File: src/rtl/cs_pkg.sv
// Shared defaults and state encoding for the CS sliding-window sequencer.
package cs_pkg;
  localparam int WIN_DEF = 9;
  localparam int X_W_DEF = 8;
  localparam int Y_W_DEF = 10;

  typedef enum logic [1:0] {
    IDLE = 2'd0,
    FILL = 2'd1,
    RUN  = 2'd2,
    DONE = 2'd3
  } cs_state_e;
endpackage

File: src/rtl/cs_seq_if.sv
// Sample-in / result-out handshake bundle between the sequencer and its neighbours.
interface cs_seq_if
  import cs_pkg::*;
#(
  parameter int X_W = X_W_DEF,
  parameter int Y_W = Y_W_DEF
);
  logic           in_valid;
  logic           in_ready;
  logic [X_W-1:0] x_in;
  logic           sof;
  logic           eof;
  logic [Y_W-1:0] y_out;
  logic           y_valid;
  logic           y_ready;

  modport master (
    output in_valid, x_in, sof, eof, y_ready,
    input  in_ready, y_out, y_valid
  );

  modport slave (
    input  in_valid, x_in, sof, eof, y_ready,
    output in_ready, y_out, y_valid
  );
endinterface

File: src/rtl/cs_seq.sv
// Frame sequencer for an external WIN-tap sliding-window datapath: gates shifts,
// tracks window fill, and hands results downstream with backpressure.
module cs_seq
  import cs_pkg::*;
#(
  parameter int WIN = WIN_DEF,
  parameter int X_W = X_W_DEF,
  parameter int Y_W = Y_W_DEF
) (
  input  logic           clk,
  input  logic           reset,
  cs_seq_if.slave        bus,
  output logic           dp_shift,
  output logic           dp_clear,
  output logic [X_W-1:0] dp_x,
  input  logic [Y_W-1:0] y_in,
  output logic           frame_done,
  output logic           short_frame,
  output logic           abort,
  output logic           drop,
  output logic [1:0]     state,
  output logic [15:0]    out_cnt
);
  localparam int FILL_W = $clog2(WIN + 1);
  localparam logic [FILL_W-1:0] WIN_F = FILL_W'(WIN);

  localparam logic [1:0] ST_IDLE = IDLE;
  localparam logic [1:0] ST_FILL = FILL;
  localparam logic [1:0] ST_RUN  = RUN;
  localparam logic [1:0] ST_DONE = DONE;

  logic [1:0]        state_q;
  logic [FILL_W-1:0] fill_cnt;
  logic [FILL_W-1:0] fill_nxt;
  logic              y_vld;
  logic              accept;
  logic              active;
  logic              fill_full;
  logic              y_set;
  logic              y_take;

  assign bus.in_ready = (!y_vld || bus.y_ready) && (state_q != ST_DONE);
  assign accept       = bus.in_valid && bus.in_ready;
  assign active       = (state_q == ST_FILL) || (state_q == ST_RUN);

  // Outside a frame only a sof sample may enter the window; others are dropped.
  assign dp_shift = accept && (active || ((state_q == ST_IDLE) && bus.sof));
  assign dp_clear = dp_shift && bus.sof;
  assign dp_x     = bus.x_in;

  assign bus.y_out   = y_in;
  assign bus.y_valid = y_vld;
  assign y_take      = y_vld && bus.y_ready;
  assign state       = state_q;

  always_comb begin
    fill_nxt = fill_cnt;
    if (bus.sof)
      fill_nxt = FILL_W'(1);
    else if (fill_cnt != WIN_F)
      fill_nxt = fill_cnt + FILL_W'(1);
  end

  assign fill_full = (fill_nxt == WIN_F);
  assign y_set     = dp_shift && fill_full;

  always_ff @(posedge clk) begin
    if (!reset) begin
      state_q     <= ST_IDLE;
      fill_cnt    <= '0;
      out_cnt     <= '0;
      y_vld       <= 1'b0;
      frame_done  <= 1'b0;
      short_frame <= 1'b0;
      abort       <= 1'b0;
      drop        <= 1'b0;
    end else begin
      frame_done  <= 1'b0;
      short_frame <= 1'b0;
      abort       <= 1'b0;
      drop        <= 1'b0;

      // A restart discards any result still waiting for the sink.
      if (y_set)
        y_vld <= 1'b1;
      else if (y_take || dp_clear)
        y_vld <= 1'b0;

      if (dp_clear)
        out_cnt <= '0;
      else if (y_take && (out_cnt != 16'hFFFF))
        out_cnt <= out_cnt + 16'd1;

      if (dp_shift) begin
        fill_cnt    <= fill_nxt;
        abort       <= bus.sof && active;
        short_frame <= bus.eof && !fill_full;
        if (bus.eof)
          state_q <= fill_full ? ST_DONE : ST_IDLE;
        else
          state_q <= fill_full ? ST_RUN : ST_FILL;
      end else if (accept && (state_q == ST_IDLE)) begin
        drop <= 1'b1;
      end else if ((state_q == ST_DONE) && y_take) begin
        state_q    <= ST_IDLE;
        frame_done <= 1'b1;
      end
    end
  end
endmodule

File: src/flat_wrapper.sv
// flat-port wrapper written by rule: the top's interface ports become plain ports
module cs_seq_flat import cs_pkg::*;
#(
  parameter int WIN = WIN_DEF,
  parameter int X_W = X_W_DEF,
  parameter int Y_W = Y_W_DEF
)
  (clk, reset, dp_shift, dp_clear, dp_x, y_in, frame_done, short_frame, abort, drop, state, out_cnt, bus_in_valid, bus_x_in, bus_sof, bus_eof, bus_y_ready, bus_in_ready, bus_y_out, bus_y_valid);
  cs_seq_if #(.X_W(X_W), .Y_W(Y_W)) bus_i ();
  input  logic clk;
  input  logic reset;
  output logic dp_shift;
  output logic dp_clear;
  output logic [X_W-1:0] dp_x;
  input  logic [Y_W-1:0] y_in;
  output logic frame_done;
  output logic short_frame;
  output logic abort;
  output logic drop;
  output logic [1:0] state;
  output logic [15:0] out_cnt;
  input wire logic [$bits(bus_i.in_valid)-1:0] bus_in_valid;
  input wire logic [$bits(bus_i.x_in)-1:0] bus_x_in;
  input wire logic [$bits(bus_i.sof)-1:0] bus_sof;
  input wire logic [$bits(bus_i.eof)-1:0] bus_eof;
  input wire logic [$bits(bus_i.y_ready)-1:0] bus_y_ready;
  output wire logic [$bits(bus_i.in_ready)-1:0] bus_in_ready;
  output wire logic [$bits(bus_i.y_out)-1:0] bus_y_out;
  output wire logic [$bits(bus_i.y_valid)-1:0] bus_y_valid;
  assign bus_i.in_valid = bus_in_valid;
  assign bus_i.x_in = bus_x_in;
  assign bus_i.sof = bus_sof;
  assign bus_i.eof = bus_eof;
  assign bus_i.y_ready = bus_y_ready;
  assign bus_in_ready = bus_i.in_ready;
  assign bus_y_out = bus_i.y_out;
  assign bus_y_valid = bus_i.y_valid;
  cs_seq #(.WIN(WIN), .X_W(X_W), .Y_W(Y_W)) u_core (.clk(clk), .reset(reset), .bus(bus_i), .dp_shift(dp_shift), .dp_clear(dp_clear), .dp_x(dp_x), .y_in(y_in), .frame_done(frame_done), .short_frame(short_frame), .abort(abort), .drop(drop), .state(state), .out_cnt(out_cnt));
endmodule
File: config.mk
export PLATFORM = sky130hd
export DESIGN_NAME = cs_seq_flat
export DESIGN_NICKNAME = d
export VERILOG_FILES = /design/src/rtl/cs_pkg.sv /design/src/rtl/cs_seq_if.sv /design/src/rtl/cs_seq.sv /design/src/flat_wrapper.sv
export SDC_FILE = /design/constraint.sdc
export NUM_CORES = 1
export LEC_CHECK = 0
export CAP_MARGIN = 20
export CORE_MARGIN = 2
export CORE_UTILIZATION = 35
export CTS_CLUSTER_SIZE = 28
export DETAILED_ROUTE_END_ITERATION = 8
export PLACE_DENSITY = 0.71
export SYNTH_ARGS = -nofsm -noshare
export SYNTH_HDL_FRONTEND = slang
export SYNTH_SLANG_ARGS = --single-unit
File: constraint.sdc
create_clock -name clk -period 6.3 [get_ports clk]
set_clock_uncertainty 0.15 [all_clocks]
set_input_delay 1.26 -clock clk [delete_from_list [all_inputs] [get_ports clk]]
set_output_delay 1.26 -clock clk [all_outputs]
set_load 0.01 [all_outputs]
Yosys cells after proc, flatten, opt, wreduce, memory -nomap -nowiden:

Cells that the tools add are included.

* multipliers: 0
* mux-type cells: 12
* bitwise gates (word level): 1
* reductions and logical operators: 26
* div/mod/pow operators: 0
* shift-type cells: 0
* equality and inequality tests: 8
* add/subtract/negate cells: 2
* order comparisons: 0

Operators by type and width (number)
* 16-bit by 1-bit adder with 16-bit output, second input constant: 1
* 16-bit != test, second input constant: 1
* 1-bit logical AND: 12
* 2-bit 2-to-1 mux: 6
* 4-bit 2-to-1 mux: 2
* 4-bit by 1-bit adder with 4-bit output, second input constant: 1
* 2-bit == test, second input constant: 2
* 4-bit == test, second input constant: 1
* 1-bit logical OR: 4
* 1-bit 2-to-1 mux: 4
* 4-bit != test, second input constant: 1
* 2-bit AND reduction: 2
* 2-bit nonzero test: 2
* 2-bit OR reduction: 2
* 3-bit OR reduction: 1
* 2-bit by 1-bit == test with 1-bit output, second input constant: 1
* 1-bit zero test: 2
* 2-bit zero test: 1
* 2-bit by 1-bit != test with 1-bit output, second input constant: 1
* 2-bit != test, second input constant: 1
* 1-bit inverter: 1

* bits in read-only memories: 0
* latch bits: 0
* output and inout bits: 44
* bits in writable memories: 0
* word-level logic and storage cells: 57
* bits of input ports: 24
* memories kept: 0
* register bits: 27

Depth between registers and ports, before layout:

Gate-level depths: netlist (run 1).

* depth in word-level cells: 9
* depth in mapped cells: 9
* depth with buffers taken out: 9

Least setup slack after synthesis (run 1):

OpenSTA, ideal clock, no wires.

* path type: input-to-output
* start: in bus_sof
* end: out dp_shift
* cell stages on the path: 5
* buffers on the path: 2
* slack: 2.845 ns
* arrival time: 2.045 ns
* required time: 4.890 ns
* cells stage by stage: buf_2 > a21oi_1 > or3_4 > buf_6 > clkinv_1

* longest elaborated chain between the ends: 3

Ends and longest elaborated chain
* start: declaration: line flat_wrapper.sv:24 `input wire logic [$bits(bus_i.sof)-1:0] bus_sof;`
* 1-bit logical AND: line cs_seq.sv:47 `assign dp_shift = accept && (active || ((state_q == ST_IDLE) && bus.sof));`
* 1-bit logical OR: line cs_seq.sv:47
* 1-bit logical AND: line cs_seq.sv:47
* end: declaration: line flat_wrapper.sv:12 `output logic dp_shift;`

No other way between the ends.

Worst setup path after layout (run 1):

* start: in bus_y_ready
* end: out dp_shift

* longest elaborated chain between the ends: 4

Ends and longest elaborated chain
* start: declaration: line flat_wrapper.sv:26 `input wire logic [$bits(bus_i.y_ready)-1:0] bus_y_ready;`
* 1-bit logical OR: line cs_seq.sv:42 `assign bus.in_ready = (!y_vld || bus.y_ready) && (state_q != ST_DONE);`
* 1-bit logical AND: line cs_seq.sv:42
* 1-bit logical AND: line cs_seq.sv:43 `assign accept = bus.in_valid && bus.in_ready;`
* 1-bit logical AND: line cs_seq.sv:47

No other way between the ends.

==> qor.csv, run 1 <==
stage;metric;value;unit
critical_path;required;4.89;ns
placement;numPortBuffers;31;
route;drc;0;
critical_path;crit_chain;clkdlybuf4s50_1, nor2b_4, or3_4, clkinv_1, clkdlybuf4s50_1;
final_layout;finalNonFillerCells;257;
route;antenna_left;0;
placement;gp_congestion;0.8247;
power;finalPower;0.0003194;W
critical_path;crit_buf_inv;3;
final_layout;fill_cells;440;
global_routing;grt_antenna_before_repair;0;
synthesis;synth_edf_count;0;
timing;timing.setup.tns;0;ns
power;irDropWorstVdd;0.08776;mV
cts;cts.sinks;27;
synthesis;synth_common_cells;dfxtp_1, buf_4, nand2_1;
placement;dpl.hpwl;2569;µm
synthesis;synth_most_common_cell;dfxtp_1;
synthesis;ys_types;47;
synthesis;synthCells;191;
synthesis;ys.flop_type;dfxtp_1;
final_layout;multiInputGateArea;880.8;µm²
placement;dp_cells;253;
timing;finalMaxSlewViolations;0;
timing;holdWs;0.3653;ns
synthesis;synth_seq_area_share;0.3354;
synthesis;ys_ff_latch;27;
floorplanning;initial_utilization;0.3676;
cts;cts_setup_buffers;0;
floorplanning;die_h;71.86;µm
timing;finalSetupViolations;0;
critical_path;critPathMaxFanout;9;
timing;fmax;222.9;MHz
final_layout;area_delta_synth_final;16.69;%
floorplanning;die_area;5163;µm²
synthesis;synth_area_leaders;dfxtp_1, buf_4, ha_1;
floorplanning;fp.dieW;71.86;µm
global_routing;grt_pass1_wl;5520;µm
run_status;status;complete, no violations;
timing;max_slew_margin;0.6579;
synthesis;synth_top_area_share;0.3354;
synthesis;yosysWarningCount;0;
critical_path;start_kind;input port;
timing;period_minus_slack;4.486;ns
route;dr.pass1.iters;4;
floorplanning;ios;68;
final_layout;diodes;0;
final_layout;regArea;540.5;µm²
synthesis;synthesis.area;1612;µm²
global_routing;grt_pass1_vias;1191;
cts;clk_pin_slew;0.09;ns
timing;tightest_slew;0.5060;ns
synthesis;postSynthAreaPerCell;8.437;µm²
flow_run;maxCapViolations;0;
synthesis;synthArstFlopShare;0;
cts;cts-hold-fix-buffers;0;
global_routing;gr-total-overflow;0;
critical_path;path_class;input port to output pin;
cts;clk_latency;0.27;ns
critical_path;critPathSlowestCell;clkdlybuf4s50_1;
critical_path;cpLargestDelayFamily;buffers and inverters;
route;viasPerCell;5.455;
critical_path;critPathCaptureType;output pin;
cts;cts_buffers;3;
global_routing;grt_max_degree;16;
final_layout;fin_nets;238;
final_layout;layout-drive-gt1-share;0.07317;
floorplanning;core.rowCount;24;
cts;ctsHtreeMaxLevel;1;
synthesis;synth_nets;223;
cts;cts-root-buf;clkbuf_8;
cts;cts_tree;done;
synthesis;synth_top_area_cell;dfxtp_1;
cts;cts_max_path_buffers;2;
timing;hold_viol;0;
timing;rsz0062_at_grt;no;
power;power.density;169.8;nW/µm²
critical_path;arrival;3.08;ns
final_layout;utilization;0.4289;
critical_path;cpPeakStageDelay;0.58;ns
route;wl_per_cell;13.24;µm
timing;finalCritPeriodShare;0.7120;
cts;cts_resized;0;
critical_path;crit_top_cell;clkdlybuf4s50_1;
floorplanning;coreArea;4384;µm²
route;vias;1402;
route;wirelength;3402;µm
global_routing;grt_usage;0.1335;
route;drtIter0Drc;111;
power;cellLeakagePower;0.6596;nW
min_path;hold_path.class;flop to flop;
-- tightest hold or removal path, delay by kind of cell (launching register included) --
family,cells,cell delay [ns]
AOI/OAI and AO/OA,2,0.12
DFF,1,0.35
-- metrics by stage --
| stage | cell area, µm² | setup slack (ns) |
|---|---|---|
| after floorplan | 1612 | 2.845 |
| after global placement | 1834 | 1.827 |
| after detailed placement | 1834 | 1.815 |
| after CTS | 1881 | 1.808 |
| after global routing | 1881 | 1.704 |
| final | 1881 | 1.814 |
-- path summary, 6_finish.rpt --
kind	startpoint	end	slack (ns)	cells past startpoint
max	bus_y_ready	dp_shift	1.81	5
min	u_core.out_cnt[15]	u_core.out_cnt[15]	0.37	2
max reg2reg	u_core.fill_cnt[1]	u_core.state[0]	3.86	9
min reg2reg	u_core.out_cnt[15]	u_core.out_cnt[15]	0.37	2
-- sequential cells by signal, indices dropped and copies added, names as in the netlist --
register,cells
u_core.out_cnt,16
u_core.fill_cnt,4
u_core.state,2
u_core.abort,1
u_core.bus.y_valid,1
u_core.drop,1
u_core.frame_done,1
u_core.short_frame,1
-- report_power, final --
group / internal, W / switching (W) / total [W]
clock: 0.0000444 / 0.0000546 / 0.0000989
sequential: 0.000174 / 0.00000402 / 0.000178
combinational: 0.0000201 / 0.0000224 / 0.0000425
-- cell type report --
type,instances,area share
Multi-Input combinational cell,134,0.4684
Sequential cell,27,0.2874
Timing Repair Buffer,32,0.1690
Tap cell,52,0.03460
Clock buffer,3,0.02196
Inverter,8,0.01597
Clock inverter,1,0.002661
-- placed cells by master, fill, tap and decap left out, drive strengths merged, types with 3 or more instances in the layout --
cell           instances
nand4                  5
inv                    7
nor2b                  3
o31ai                  7
and3                   5
nor3                   7
or4                    8
dfxtp                 27
ha                     8
o21ai                  7
nor4                   3
clkbuf                 3
o211ai                 5
a21oi                 14
nand3                 11
clkdlybuf4s50         31
nand2                 15
nor2                  10
or3                    5
-- per-layer routing --
metal  up-vias  GRT usage  share of wire
met5         -          0              0
li1        717          -              -
met4         0    0.03354          0.011
met2        45     0.2099           0.44
met3         6    0.04641          0.065
met1       634     0.1756           0.49
-- kinds of logic (layout without fill, tap and decap cells) --
| family | Yosys count | after routing | synth area share |
|---|---|---|---|
| and+or+nand+nor | 83 | 83 | 0.3113 |
| buffers and inverters | 30 | 44 | 0.1180 |
| xor gates and xnor gates | 1 | 1 | 0.005436 |
| adders and majority gates | 8 | 8 | 0.06211 |
| AOI/OAI and AO/OA | 42 | 42 | 0.1677 |
| DFF | 27 | 27 | 0.3354 |
(Power assumes the default switching activity.)
==> run 2, diff against run 1 <==
--- a/config.mk
+++ b/config.mk
@@ -10,7 +10,7 @@
 export CORE_UTILIZATION = 35
 export CTS_CLUSTER_SIZE = 28
 export DETAILED_ROUTE_END_ITERATION = 8
-export PLACE_DENSITY = 0.71
+export PLACE_DENSITY = 0.74
 export SYNTH_ARGS = -nofsm -noshare
 export SYNTH_HDL_FRONTEND = slang
 export SYNTH_SLANG_ARGS = --single-unit
==> constraint.sdc (replaced) <==
create_clock -name clk -period 3.95 [get_ports clk]
set_clock_uncertainty 0.15 [all_clocks]
set_input_delay 0.79 -clock clk [delete_from_list [all_inputs] [get_ports clk]]
set_output_delay 0.79 -clock clk [all_outputs]
set_load 0.01 [all_outputs]
==> run 2 against run 1 <==
Largest power group unchanged. Die area stayed put. Cell count is 0.39% higher. Routed wire length is 0.76% lower. Core utilization is 0.17 points higher. Critical path depth stayed put. Critical endpoint unchanged. Combinational power is 64% higher. Total power is 60% higher. Design area is 0.40% higher. Register-to-register slack worse by 2.3 ns. Sequential share of layout area is 0.11 points lower.
==> qor.csv, run 2 (synthesis gave the netlist of run 1 again) <==
stage;metric;value;unit
timing;setup_ws;0.3594;ns
final_layout;top_register;u_core.out_cnt;
cts;cts-root-buf;clkbuf_8;
critical_path;path_class;input port to output pin;
critical_path;cpPeakStageDelay;0.60;ns
placement;numPortBuffers;31;
final_layout;diodes;0;
timing;holdWs;0.3678;ns
global_routing;grt_antenna_before_repair;0;
cts;cts_resized;0;
power;irDropWorstVdd;0.1973;mV
timing;fmax;278.5;MHz
route;wl_per_cell;13.09;µm
timing;rsz0062_at_grt;no;
cts;clk_pin_slew;0.09;ns
placement;dp_cells;254;
global_routing;gr-total-overflow;0;
flow_run;maxCapViolations;0;
timing;period_minus_slack;3.591;ns
cts;cts.sinks;27;
global_routing;grt_max_degree;16;
cts;cts_max_path_buffers;2;
critical_path;required;3.01;ns
final_layout;layout_commonest_cell;clkdlybuf4s50_1;
floorplanning;ios;68;
cts;ctsHtreeMaxLevel;1;
floorplanning;fp.dieW;71.86;µm
final_layout;layout-drive-gt1-share;0.07767;
final_layout;largest_register_ffs;16;
floorplanning;core.rowCount;24;
floorplanning;die_h;71.86;µm
floorplanning;initial_utilization;0.3676;
critical_path;crit_top_cell;clkdlybuf4s50_1;
route;drtIter0Drc;61;
timing;finalMaxSlewViolations;0;
critical_path;critPathCaptureType;output pin;
timing;tightest_slew;0.5289;ns
critical_path;critical_path.startpoint;bus_y_ready;
placement;gp_congestion;0.8505;
floorplanning;coreArea;4384;µm²
global_routing;grt_usage;0.1430;
critical_path;crit_chain;clkdlybuf4s50_1, nor2b_4, or3_4, clkinv_1, clkdlybuf4s50_1;
final_layout;final_cell_mix;clkdlybuf4s50_1, dfxtp_1, nand2_1;
final_layout;area_delta_synth_final;17.16;%
run_status;status;complete, no violations;
cts;cts-hold-fix-buffers;0;
min_path;hold_path.class;flop to flop;
timing;finalCritPeriodShare;0.9090;
timing;timing.setup.tns;0;ns
cts;cts_buffers;3;
final_layout;finalNonFillerCells;258;
critical_path;critPathMaxFanout;9;
critical_path;cpLargestDelayFamily;buffers and inverters;
route;vias;1451;
critical_path;r2r_start;u_core.fill_cnt[1];
timing;finalSetupViolations;0;
route;wirelength;3376;µm
route;antenna_left;0;
cts;cts_setup_buffers;0;
critical_path;critPathSlowestCell;clkdlybuf4s50_1;
route;viasPerCell;5.624;
global_routing;grt_pass1_vias;1370;
floorplanning;die_area;5163;µm²
cts;clk_latency;0.27;ns
route;dr.pass1.iters;4;
placement;dpl.hpwl;2580;µm
power;cellLeakagePower;0.6644;nW
final_layout;utilization;0.4307;
critical_path;crit_buf_inv;3;
route;drc;0;
power;power.density;270.3;nW/µm²
critical_path;start_kind;input port;
cts;cts_tree;done;
global_routing;grt_pass1_wl;6106;µm
placement;place_ws;0.3824;ns
min_path;min_from;u_core.out_cnt[10];
timing;hold_viol;0;
timing;max_slew_margin;0.6424;
final_layout;fin_nets;239;
critical_path;arrival;2.65;ns
run 2: cell types whose count changed in the layout (fill, tap and decap cells not counted):
cell and delta:
buf_4 +1
run 2: worst paths after layout:
kind	end	slack, ns	cells after the start
worst max-delay path	dp_shift	0.36	5
worst min-delay path	u_core.out_cnt[10]	0.37	2
worst max register to register	u_core.state[0]	1.52	9
worst min register to register	u_core.out_cnt[10]	0.37	2
run 2: power by group:
group | internal (W) | total, W | switching [W]
logic | 0.0000328 | 0.0000695 | 0.0000367
registers | 0.000277 | 0.000283 | 0.00000572
clock network | 0.0000707 | 0.000158 | 0.0000869
run 2: final cells by class:
cell class / count / area (µm²)
Fill cell: 458 / 2496
Inverter: 8 / 30.03
Clock inverter: 1 / 5.005
Clock buffer: 3 / 41.29
Sequential cell: 27 / 540.5
Timing Repair Buffer: 33 / 325.3
Multi-Input combinational cell: 134 / 880.8
Tap cell: 52 / 65.06
run 2: per-layer routing:
metal | vias up | wire length, µm | track usage
li1 | 725 | - | -
met1 | 678 | 1578 | 0.1854
met2 | 42 | 1591 | 0.2490
met3 | 6 | 190 | 0.03657
met4 | 0 | 15 | 0.01258
met5 | - | 0 | 0
run 2: through the flow:
stage,power (W),cell area [µm²]
6_report,0.0005103,1888
5_1_grt,0.0005361,1888
4_1_cts,0.0005165,1888
3_5_place_dp,0.0003589,1842
3_3_place_gp,0.0003582,1842
2_1_floorplan,0.0003487,1612
run 2: tightest hold or removal path, stage by stage, from the launching register on:
cell and delay, ns:
dfxtp_1 0.35, o31ai_1 0.07, a21oi_1 0.06
